--- src/rtl/uart_cmd_fifo.sv ---
// uart_cmd_fifo: first-word-fall-through command queue feeding the uart
// command handshake (cmd_out/cmd_out_vld/cmd_out_rdy).
// Optional overflow statistics (ovf, drop_cnt) are built only when
// UART_CMD_FIFO_OVF_STAT_EN is defined; otherwise both outputs read as zero.
module uart_cmd_fifo #(
  parameter  int DW    = 16,
  parameter  int DEPTH = 8,
  localparam int AW    = $clog2(DEPTH)
) (
  input  logic          clk,
  input  logic          rst_n,
  input  logic [DW-1:0] s_data,
  input  logic          s_vld,
  output logic          s_rdy,
  output logic [DW-1:0] cmd_out,
  output logic          cmd_out_vld,
  input  logic          cmd_out_rdy,
  input  logic          clr,
  output logic [AW:0]   level,
  output logic          full,
  output logic          empty,
  output logic          ovf,
  output logic [7:0]    drop_cnt
);

  logic [DW-1:0] r_mem [DEPTH];
  logic [AW:0]   r_wp;
  logic [AW:0]   r_rp;
  logic          w_push;
  logic          w_pop;
  logic          w_full;
  logic          w_empty;

  // Pointers carry an extra wrap bit so full and empty are distinguishable.
  assign w_full  = (r_wp[AW-1:0] == r_rp[AW-1:0]) && (r_wp[AW] != r_rp[AW]);
  assign w_empty = (r_wp == r_rp);

  // clr takes priority over any transfer in the same cycle.
  assign w_push = s_vld && !w_full && !clr;
  assign w_pop  = !w_empty && cmd_out_rdy && !clr;

  assign full        = w_full;
  assign empty       = w_empty;
  assign s_rdy       = !w_full;
  assign cmd_out_vld = !w_empty;
  assign cmd_out     = r_mem[r_rp[AW-1:0]];
  assign level       = r_wp - r_rp;

  // Storage array: written on accepted push, never reset or cleared.
  always_ff @(posedge clk) begin
    if (w_push) begin
      r_mem[r_wp[AW-1:0]] <= s_data;
    end
  end

  // Write and read pointers; wrap naturally at 2^(AW+1).
  always_ff @(posedge clk or negedge rst_n) begin
    if (!rst_n) begin
      r_wp <= '0;
      r_rp <= '0;
    end else if (clr) begin
      r_wp <= '0;
      r_rp <= '0;
    end else begin
      if (w_push) r_wp <= r_wp + 1'b1;
      if (w_pop)  r_rp <= r_rp + 1'b1;
    end
  end

`ifdef UART_CMD_FIFO_OVF_STAT_EN
  logic       r_ovf;
  logic [7:0] r_drop_cnt;
  logic       w_drop;

  assign w_drop   = s_vld && w_full && !clr;
  assign ovf      = r_ovf;
  assign drop_cnt = r_drop_cnt;

  // Sticky overflow flag and saturating dropped-push counter.
  always_ff @(posedge clk or negedge rst_n) begin
    if (!rst_n) begin
      r_ovf      <= 1'b0;
      r_drop_cnt <= '0;
    end else if (clr) begin
      r_ovf      <= 1'b0;
      r_drop_cnt <= '0;
    end else if (w_drop) begin
      r_ovf <= 1'b1;
      if (r_drop_cnt != 8'hFF) r_drop_cnt <= r_drop_cnt + 8'd1;
    end
  end
`else
  assign ovf      = 1'b0;
  assign drop_cnt = '0;
`endif

endmodule

--- config.mk ---
export PLATFORM = sky130hd
export DESIGN_NAME = uart_cmd_fifo
export DESIGN_NICKNAME = d
export VERILOG_FILES = /design/src/rtl/uart_cmd_fifo.sv
export SDC_FILE = /design/constraint.sdc
export NUM_CORES = 1
export LEC_CHECK = 0
export CORE_ASPECT_RATIO = 0.8
export CORE_MARGIN = 10
export CORE_UTILIZATION = 51
export CTS_CLUSTER_DIAMETER = 150
export DETAILED_ROUTE_END_ITERATION = 12
export PLACE_DENSITY = 0.71
export SYNTH_ARGS = -nofsm -noshare
export SYNTH_HDL_FRONTEND = slang
export SYNTH_SLANG_ARGS = --single-unit
--- constraint.sdc ---
create_clock -name clk -period 3.7 [get_ports clk]
set_input_delay 0.925 -clock clk [delete_from_list [all_inputs] [get_ports clk]]
set_output_delay 0.925 -clock clk [all_outputs]
set_load 0.05 [all_outputs]
### After elaboration in Yosys (flattened, before gate mapping)

Memory sizes are Yosys's and may differ from the RTL's.
Cells that the tools add are included.
W data, S select, Z words.

* bits in registers: 8
* latch bits: 0
* RAM bits: 128
* bits in read-only memories: 0
* input bits: 21
* output and inout port bits: 33
* logic and storage cells: 25
* memories: 1

* add/subtract/negate cells: 3
* multipliers: 0
* div/mod/pow operators: 0
* $lt $le $gt $ge: 0
* equality and inequality tests: 3
* shifts and indexed selects: 0
* mux-type cells: 6
* bitwise gates (word level): 0
* reductions and logical operators: 10

Memory list
* r_mem: depth 8, width 16, rd ports 1, clocked after Yosys merged registers in 0, write ports 1, RTL line 26 `logic [DW-1:0] r_mem [DEPTH];`

Operators with widths (number)
* $mux W4: 4
* $add A4 B1 Y4 const B: 2
* $logic_and A1 B1 Y1: 5
* $eq A4 B4 Y1: 1
* $reduce_bool A2 Y1: 2
* $sub A4 B4 Y4: 1
* $eq A3 B3 Y1: 1
* $logic_not A1 Y1: 3
* $mux W1: 2
* $ne A1 B1 Y1: 1

### Longest topological paths before layout

* depth in word-level cells: 7
* mapped depth: 8
* gate-level depth less buffers: 6

### Worst setup path after synthesis

Ideal clock, no wire load.

* path type: register to register
* start point: register r_rp[2]
* end point: memory r_mem[0][0] (enable)
* setup time: 0.436 ns
* arrival: 3.326 ns
* required time: 3.264 ns
* setup slack: -0.062 ns
* stages on the path, launching flop included: 8
* path buffers: 2
* clock period less this slack: 3.762 ns
* path through: dfrtp_1 > buf_2 > clkinv_1 > clkbuf_1 > ha_1 > nand3_1 > o21ai_4 > nor4b_1

* cells in the longest elaborated chain, start to end: 7

RTL lines
* from (decl): RTL line 28 `logic [AW:0] r_rp;`
* from (signal assigned): RTL line 66 `if (w_pop) r_rp <= r_rp + 1'b1;`
* $eq A3 B3 Y1: RTL line 35 `assign w_full = (r_wp[AW-1:0] == r_rp[AW-1:0]) && (r_wp[AW] != r_rp[AW]);`
* $logic_and A1 B1 Y1: RTL line 35
* $logic_not A1 Y1: RTL line 39 `assign w_push = s_vld && !w_full && !clr;`
* $logic_and A1 B1 Y1 (2 in a row): RTL line 39
* $mux W1: RTL line 51 `if (w_push) begin`
* $mux W1 (implied by the code): RTL line 52 `r_mem[r_wp[AW-1:0]] <= s_data;`
* to (decl): RTL line 26

No other way between the ends.

### Worst setup path after layout

* start point: register r_wp[0]
* end point: output port level[0]

* cells in the longest elaborated chain, start to end: 1

RTL lines
* from (decl): RTL line 27 `logic [AW:0] r_wp;`
* from (signal assigned): RTL line 65 `if (w_push) r_wp <= r_wp + 1'b1;`
* $sub A4 B4 Y4: RTL line 47 `assign level = r_wp - r_rp;`
* to (decl): RTL line 19 `output logic [AW:0] level,`

No other way between the ends.

==> summary.md <==
| Metric | Value |
|---|---|
| Mapped Cells | `299` |
| Main synth FF type | `edfxtp_1` |
| Int Pwr | `0.00312 W` |
| Max-slew headroom | `65.8%` |
| Status | `complete, no violations` |
| Routed wire length | `10,600 um` |
| Mean Syn Cell Area | `18.4 um2` |
| Post-CTS resize count | `0` |
| CTS Buf Count | `17` |
| CTS Sinks | `136` |
| Core area | `0.0104 mm2` |
| Pleak | `2.35 nW` |
| GRT Residual Overflow | `0` |
| CP max-delay cell | `clkdlybuf4s50_1` |
| Global-route wire length before repair | `16,300 um` |
| Drt drc | `0` |
| Max Cap Viol | `0` |
| Layout cells sized above 1 | `27.9%` |
| Cell Area, Synth | `0.00551 mm2` |
| Vias in the first global route | `2,877` |
| Net switching power | `0.00112 W` |
| Routed vias/inst | `5.31` |
| Die Span Y | `113 um` |
| Setup slack, reg-to-reg | `1.24 ns` |
| Worst vdd ir | `447 uV` |
| Seq. cell area | `0.00405 mm2` |
| Clock tree root buffer cell | `clkbuf_16` |
| Switching share of power | `26.5%` |
| Worst R2R End | `r_mem[4][6]` |
| CTS Hold Buffers Added | `0` |
| Largest stage delay, worst path | `0.80 ns` |
| Sequential area share after synthesis | `73.4%` |
| Post-synthesis async set-or-reset flop share | `5.88%` |
| Post-DP HPWL | `6490 um` |
| Most common cell after layout, fill and taps aside | `edfxtp_1` |
| IO buf count | `44` |
| Crit path launch | `r_wp[0]` |
| Arrival time worst endpoint | `2.33 ns` |
| Clk buf depth | `2` |
| Crit-path cells | `inv_1 > ha_1 > inv_1 > clkdlybuf4s50_1` |
| Initial antenna violation count | `0` |
| RR Startpoint | `r_wp[0]` |
| Htree depth | `4` |
| Full die area | `0.0154 mm2` |
| # rows | `33` |
| Most frequent CP cell | `inv_1` |
| Setup violators final | `0` |
| Die width | `136 um` |
| Leading cell types in the layout, fill and taps excluded | `edfxtp_1 (128), nand2_1 (50), mux4_2 (32), buf_4 (32), clkdlybuf4s50_1 (21)` |
| Initial Util | `52.9%` |
| Final min period | `3.25 ns` |
| Highest clock rate | `0.307 GHz` |
| DRT Pass-1 Iters | `4` |
| Power Total | `0.00424 W` |
| Hold Crit Class | `flip-flop to flip-flop` |
| Number of diodes | `0` |
| Worst Skew | `0.0141 ns` |
| Gate power share | `21.2%` |
| FF+latch count, synth | `136` |
| Clk pin slew, worst setup/hold paths | `0.06 ns` |
| Postcts setup bufs | `0` |
| Nature of the critical path startpoint | `flip-flop` |
| Unrepaired setup endpoints after global routing | `no` |
| Fin. Hold Viols | `0` |
| Number of I/O pins | `54` |
| Worst-path fanout max | `8` |
| Largest net degree at the start of global routing | `20` |
| Initial DRC Count | `206` |
| Worst Reg-to-Reg Cells | `6` |
| Critical path type | `flip-flop to primary output` |
| DRT antenna net count | `0` |
| Latest clock arrival within the worst-skew pair | `0.41 ns` |
| Setup crit end | `level[0]` |
| Final period util | `87.9%` |
| P per Cell Area | `627 mW/mm2` |
| Pins Over Slew Limit | `0` |
| GRT Total Usage | `14.5%` |
| Area grow syn2layout | `22.9%` |
| Least-Margin Pin Slew | `0.511 ns` |
| Wire per inst | `20.5 um` |
| Final Net Count | `391` |
| Clock power frac | `38.0%` |
| Post-Layout Cell Count | `517` |
| Multi-input logic area | `0.00137 mm2` |
| Fillers | `716` |
| Vias | `2,744` |
| Number of synthesized flops with an enable pin | `128` |
| Register share of total power | `40.8%` |
| Yosys Warn Count | `0` |
| Placed Cells | `485` |
| Count of cell types in the netlist | `31` |
| Critical Path Sink Type | `primary output` |
| CTS tree | `built` |
| Global placement routability congestion | `0.778` |
| CP required | `2.77 ns` |
| Hold path cells | `2` |
## layout make-up
cell class	instances	share of cell area, %
flip-flops and latches	136	59.8
multi-input cells	140	20.3
inverters	10	0.555
clock inverters	12	1.96
well taps	140	2.59
clock buffers	20	6.45
repair buffers	59	8.43
## worst max-delay path: cells and delay by family, from the launching register on
kind	cells	cell delay, ns
buf+inv	3	1.04
flops	1	0.53
fa+ha+maj	1	0.35
## metrics by stage
step | worst slack [ns] | hold WS (ns) | cell area (um2) | utilization [%] | setup TNS (ns)
floorplan | -0.0618 | 0.594 | 5540 | - | -2.97
global placement | 0.870 | 0.620 | 6200 | 59.6 | 0
detailed placement | 0.836 | 0.631 | 6200 | 59.6 | 0
CTS | 0.421 | 0.639 | 6770 | 65.1 | 0
global route | 0.357 | 0.676 | 6770 | 65.1 | 0
finish | 0.447 | 0.634 | 6770 | 65.1 | 0
## cell usage after synthesis (2+ instances only)
cell	number	share of area (%)
a21oi_1	3	0.27
buf_2	3	0.27
buf_4	12	1.6
clkbuf_1	4	0.27
dfrtp_1	8	3.6
edfxtp_1	128	70
ha_1	5	1.1
inv_1	9	0.61
mux2i_1	2	0.36
mux4_2	32	13
nand2_1	50	3.4
nand4_1	2	0.23
nor2_1	10	0.68
nor4_1	4	0.45
nor4b_1	3	0.48
o211ai_1	2	0.27
xnor2_1	7	1.1
xor2_1	2	0.32
## worst min-delay path by stage
| stage | startpoint | endpoint | slack (ns) |
|---|---|---|---|
| global route | r_wp[3] | r_wp[3] | 0.68 |
| detailed placement | r_wp[3] | r_wp[3] | 0.63 |
| CTS | r_wp[3] | r_wp[3] | 0.64 |
| floorplan | r_wp[3] | r_wp[3] | 0.59 |
| finish | r_wp[3] | r_wp[3] | 0.63 |
| global placement | r_wp[3] | r_wp[3] | 0.62 |
## power groups by stage
stage / registers (W) / logic, W / clock network [W]
global placement: 0.00176 / 0.000903 / 0
detailed placement: 0.00176 / 0.000911 / 0
floorplan: 0.00175 / 0.000633 / 0
global route: 0.00173 / 0.000955 / 0.00172
finish: 0.00173 / 0.000900 / 0.00161
CTS: 0.00173 / 0.000916 / 0.00165
## sequential cells by signal, indices dropped and copies added, names as in the netlist
signal and cells:
r_rp 4, r_wp 4, r_mem 128
## per-layer routing
layer | up-vias | wire [um] | GRT usage (%)
met5 | - | 0 | 0
met4 | 0 | 77 | 4.46
met3 | 8 | 716 | 6.94
met2 | 82 | 5420 | 23.0
met1 | 1385 | 4380 | 17.1
li1 | 1269 | - | -
## logic make-up (layout without fill, tap and decap cells)
logic type | after synthesis | in the layout | synth area share (%)
DFF | 136 | 136 | 73.4
and+or+nand+nor | 73 | 73 | 5.66
muxes | 34 | 34 | 13.5
buffers and inverters | 31 | 101 | 3.09
xor gates and xnor gates | 10 | 10 | 1.73
AOI/OAI and AO/OA | 8 | 8 | 1.07
adders and majority gates | 6 | 6 | 1.50
other | 1 | 9 | 0.0681
Note: power is estimated with default switching activity, not from simulation.
==> patch 1: new RTL, config.mk and constraints unchanged <==
The option `UART_CMD_FIFO_OVF_STAT_EN` is turned on by a define.
--- a/src/rtl/uart_cmd_fifo.sv
+++ b/src/rtl/uart_cmd_fifo.sv
@@ -2,6 +2,8 @@
 // command handshake (cmd_out/cmd_out_vld/cmd_out_rdy).
 // Optional overflow statistics (ovf, drop_cnt) are built only when
 // UART_CMD_FIFO_OVF_STAT_EN is defined; otherwise both outputs read as zero.
+`define UART_CMD_FIFO_OVF_STAT_EN
+
 module uart_cmd_fifo #(
   parameter  int DW    = 16,
   parameter  int DEPTH = 8,
Function: no difference found for any inputs over 4 cycles, from zero or initial values and one cycle with rst_n low; that may be too few to reach the edited logic, so the function may still have changed.
==> patch 1 against the original RTL <==
- combinational power shrank 7.7%
- sequential power grew 7%
- total power grew 3.4%
- utilization shrank 0.67 points
- wire length grew 11%
- area after synthesis grew 7.5%
- worst setup slack lost 0.060 ns
- register-to-register slack lost 0.44 ns
- design area grew 8.7%
- sequential share of layout area shrank 1.7 points
- sequential cell count grew 9
==> patch 1: results (changes against the original RTL) <==
| Metric | Value |
|---|---|
| Total net switching power | `1.16 mW (+3.4%)` |
| Crit-path slowest cell | `dfrtp_1` |
| Total power | `4.38 mW (+3.4%)` |
| Dominant cells by area after synthesis | `edfxtp_1 (65%), mux4_2 (12%), dfrtp_1 (7.2%)` |
| Post-CTS Setup Bufs | `0 (unchanged)` |
| CTS buffer count | `17 (unchanged)` |
| Worst Hold Class | `flip-flop to flip-flop` |
| RD Place Congestion | `0.767 (-1.3%)` |
| First-pass GRT wire length | `19.0 mm (+16%)` |
| Largest net degree at the start of global routing | `25 (+25%)` |
| CTS root buf | `clkbuf_16` |
| Final wirelength | `11.7 mm (+11%)` |
| CP max FO | `14 (+6)` |
| Skew-Pair Late Insertion Delay | `0.41 ns (about the same)` |
| Number of port buffers | `53 (+20%)` |
| Sequential area share after synthesis | `72.1% (-1.3 points)` |
| Reg clk slew, reported paths | `0.06 ns (about the same)` |
| Fill count | `820 (+15%)` |
| # nets final | `450 (+15%)` |
| Worst clock skew | `0.00439 ns (-0.00967 ns)` |
| Combinational share of power | `18.9% (-2.3 points)` |
| Slew headroom | `47.0% (-19 points)` |
| Status | `finished, final reports clean` |
| Number of global-route vias before repair | `3,406 (+18%)` |
| Htree depth | `4 (unchanged)` |
| Total track usage | `15.4% (+0.92 points)` |
| Max stage delay on crit path | `0.75 ns (-0.05 ns)` |
| Crit path max-delay family | `flip-flops` |
| ANT cells | `0 (unchanged)` |
| Area after DPL | `6770 um2 (+9.1%)` |
| Hpwl dp | `7.37 mm (+14%)` |
| Buffer depth of the longest clock path | `2 (unchanged)` |
| Share of cells above drive strength 1 | `25.7% (-2.1 points)` |
| Via count | `3,189 (+16%)` |
| WP data arrival | `2.39 ns (+0.06 ns)` |
| Iter 0 DRT Violations | `247 (+20%)` |
| Pleak | `2.59 nW (+10%)` |
| YS warnings | `0 (unchanged)` |
| Largest register FFs | `128 (unchanged)` |
| Main flop type after synthesis | `edfxtp_1` |
| Peak VDD IR | `0.344 mV (-23%)` |
| Post-synth top cells | `edfxtp_1 (128), nand2_1 (57), mux4_2 (32)` |
| Mapped Nets | `approximately 380` |
| Area of the multi-input gates | `1580 um2 (+15%)` |
| TritonRoute pass-1 iters | `4 (unchanged)` |
| # resized after CTS | `0 (unchanged)` |
| Async set-or-reset flop fraction in the synthesized netlist | `11.7% (+5.8 points)` |
| Clk power | `1.70 mW (+6%)` |
| Post-synth EDFFs | `128 (unchanged)` |
| Initial antenna violation count | `0 (unchanged)` |
| Pre-CTS setup slack | `0.676 ns (-0.160 ns)` |
| Unique masters post-synth | `33 (+6.5%)` |
## patch 1: cell families (layout without fill, tap and decap cells)
family	count (synthesis)	in the layout	synth area share, %
flip-flops	145	145	72.1
buffers and inverters	28	114	1.86
multiplexers	38	38	13.2
XOR/XNOR	10	10	1.61
adder cells (fa/ha/maj)	7	7	1.61
AO/OA/AOI/OAI	18	18	1.84
AND/OR/NAND/NOR	103	103	7.72
## patch 1: layout make-up
type,count,area share [%]
Inverter,12,0.612
Clock inverter,13,2.19
Clock buffer,19,5.88
Sequential cell,145,58.0
Timing Repair Buffer,70,9.35
Tap cell,148,2.52
Multi-Input combinational cell,176,21.4
## patch 1: worst paths after layout
kind / to / startpoint / slack [ns] / cells past startpoint
setup / recovery: full / r_rp[1] / 0.39 / 6
hold / removal: ovf / ovf / 0.52 / 2
setup reg to reg: r_mem[6][7] / r_rp[1] / 0.80 / 7
hold reg to reg: ovf / ovf / 0.52 / 2
max in group asynchronous: r_rp[0] / rst_n / 2.18 / 1
min in group asynchronous: drop_cnt[7] / rst_n / 0.97 / 1
## patch 1: metal layers
metal / vias up / GRT usage [%] / routed length (um)
met5: - / 0 / 0
met3: 10 / 4.19 / 628
met1: 1620 / 19.5 / 5220
li1: 1482 / - / -
met2: 77 / 24.7 / 5760
met4: 0 / 6.39 / 136
## patch 1: metrics by stage
step / std cells / hold slack [ns]
floorplan: 349 / 0.596
global placement: 551 / 0.505
detailed placement: 551 / 0.513
CTS: 583 / 0.530
global route: 583 / 0.563
finish: 583 / 0.521
## patch 1: worst min-delay path, cell delays in order, from the launching register on
cell	delay (ns)
dfrtp_1	0.38
inv_1	0.05
a21oi_1	0.05
==> patch 2: new RTL, config.mk and constraints unchanged <==
Without the edit above. Put a register stage on the output `level`, cleared by the reset. The value now appears one clock later. The other outputs are not delayed to match.
--- a/src/rtl/uart_cmd_fifo.sv
+++ b/src/rtl/uart_cmd_fifo.sv
@@ -44,7 +44,13 @@
   assign s_rdy       = !w_full;
   assign cmd_out_vld = !w_empty;
   assign cmd_out     = r_mem[r_rp[AW-1:0]];
-  assign level       = r_wp - r_rp;
+  always_ff @(posedge clk or negedge rst_n) begin
+    if (!rst_n) begin
+      level <= '0;
+    end else begin
+      level <= r_wp - r_rp;
+    end
+  end
 
   // Storage array: written on accepted push, never reset or cleared.
   always_ff @(posedge clk) begin
Check against the original RTL: not equivalent (Yosys sat finds a counterexample within 4 cycles, from zero or initial values and one cycle with rst_n low).
==> patch 2 against the original RTL <==
- design area is 0.61% higher
- cell count increased by 1.5%
- sequential cell count is 4 higher
- area after synthesis grew 1.7%
- worst setup slack gained 0.0077 ns
- total power shrank 2.2%
- critical path depth grew 1
- wire length shrank 1.2%
==> patch 2: results (changes against the original RTL) <==
| Metric | Value |
|---|---|
| Final wirelength | `10.5 mm (-1.2%)` |
| Met1 wire length | `4.56 mm (+4.2%)` |
| Worst-Margin Slew | `0.623 ns (+0.112 ns)` |
| RD Place Congestion | `0.747 (-4.0%)` |
| Number of global-route vias before repair | `2,982 (+3.6%)` |
| Hpwl dp | `6.39 mm (-1.5%)` |
| Crit path max-delay family | `flip-flops` |
| Pleak | `2.37 nW (+0.78%)` |
| Mapped Cells | `304 (+1.7%)` |
| Sequential area share after synthesis | `74.0% (+0.54 points)` |
| Share of cells above drive strength 1 | `26.2% (-1.6 points)` |
| CP max FO | `19 (+11)` |
| Met2 WL | `5.17 mm (-4.8%)` |
| Iter 0 DRT Violations | `249 (+21%)` |
| Unique masters post-synth | `30 (-3.2%)` |
| # nets final | `395 (+1.0%)` |
| Status | `finished, final reports clean` |
| Largest net degree at the start of global routing | `21 (+5.0%)` |
| Post-synth top cells | `edfxtp_1 (128), nand2_1 (51), mux4_2 (32)` |
| Vias per cell | `5.38 (+1.5%)` |
| Async set-or-reset flop fraction in the synthesized netlist | `8.57% (+2.7 points)` |
| First-pass GRT wire length | `16.6 mm (+1.9%)` |
| Placed cells | `493 (+1.6%)` |
| Area after DPL | `6290 um2 (+1.5%)` |
| Via count | `2,827 (+3.0%)` |
| Worst clock skew | `0.00842 ns (-0.00565 ns)` |
[patch 2: cell types whose count changed in the layout (fill, tap and decap cells not counted), sizes merged, moves of 3 or more]
| cell | before | now |
|---|---|---|
| clkbuf | 20 | 29 |
| buf | 38 | 34 |
| clkdlybuf4s50 | 21 | 24 |
| bufinv | 3 | 0 |
| dfrtp | 8 | 12 |
| clkinv | 10 | 4 |
[patch 2: kinds of logic (layout without fill, tap and decap cells)]
family,Yosys count,count (layout),share of synthesized area [%]
flops,140,140,74.0
other cells,1,9,0.0669
compound gates,8,8,1.05
mux,34,34,13.2
buf+inv,31,100,3.02
xor+xnor,10,10,1.70
simple gates,74,74,5.49
fa+ha+maj,6,6,1.47
[patch 2: power by group]
group	leakage [nW]	total [mW]	switching, mW	internal (mW)
sequential	1.32	1.82	0.0472	1.77
combinational	0.799	0.854	0.503	0.351
clock	0.253	1.47	0.567	0.906
[patch 2: metrics by stage]
stage                     power, mW  hold WS, ns  util [%]
final                          4.15        0.639      63.0
after detailed placement       2.72        0.637      58.3
after global placement         2.71        0.616      58.3
after floorplan                2.45        0.563         -
after global routing           4.31        0.673      63.0
after CTS                      4.19        0.651      63.0
[patch 2: final timing paths]
kind                       startpoint           end  slack, ns  cells after the start
max                           r_rp[0]   cmd_out[14]       0.45                      5
min                           r_wp[3]       r_wp[3]       0.64                      2
max reg2reg                   r_rp[0]  r_mem[5][14]       1.21                      5
min reg2reg                   r_wp[3]       r_wp[3]       0.64                      2
max in group asynchronous       rst_n       r_rp[0]       2.43                      1
min in group asynchronous       rst_n       r_rp[2]       0.87                      1
[patch 2: final cells by class]
type                       count  share of cell area (%)
multi-input combinational    141                    20.2
clock inverter                 3                   0.220
inverter                      10                   0.551
sequential                   140                    60.9
clock buffer                  29                    7.35
timing repair buffer          58                    8.19
tap                          144                    2.65
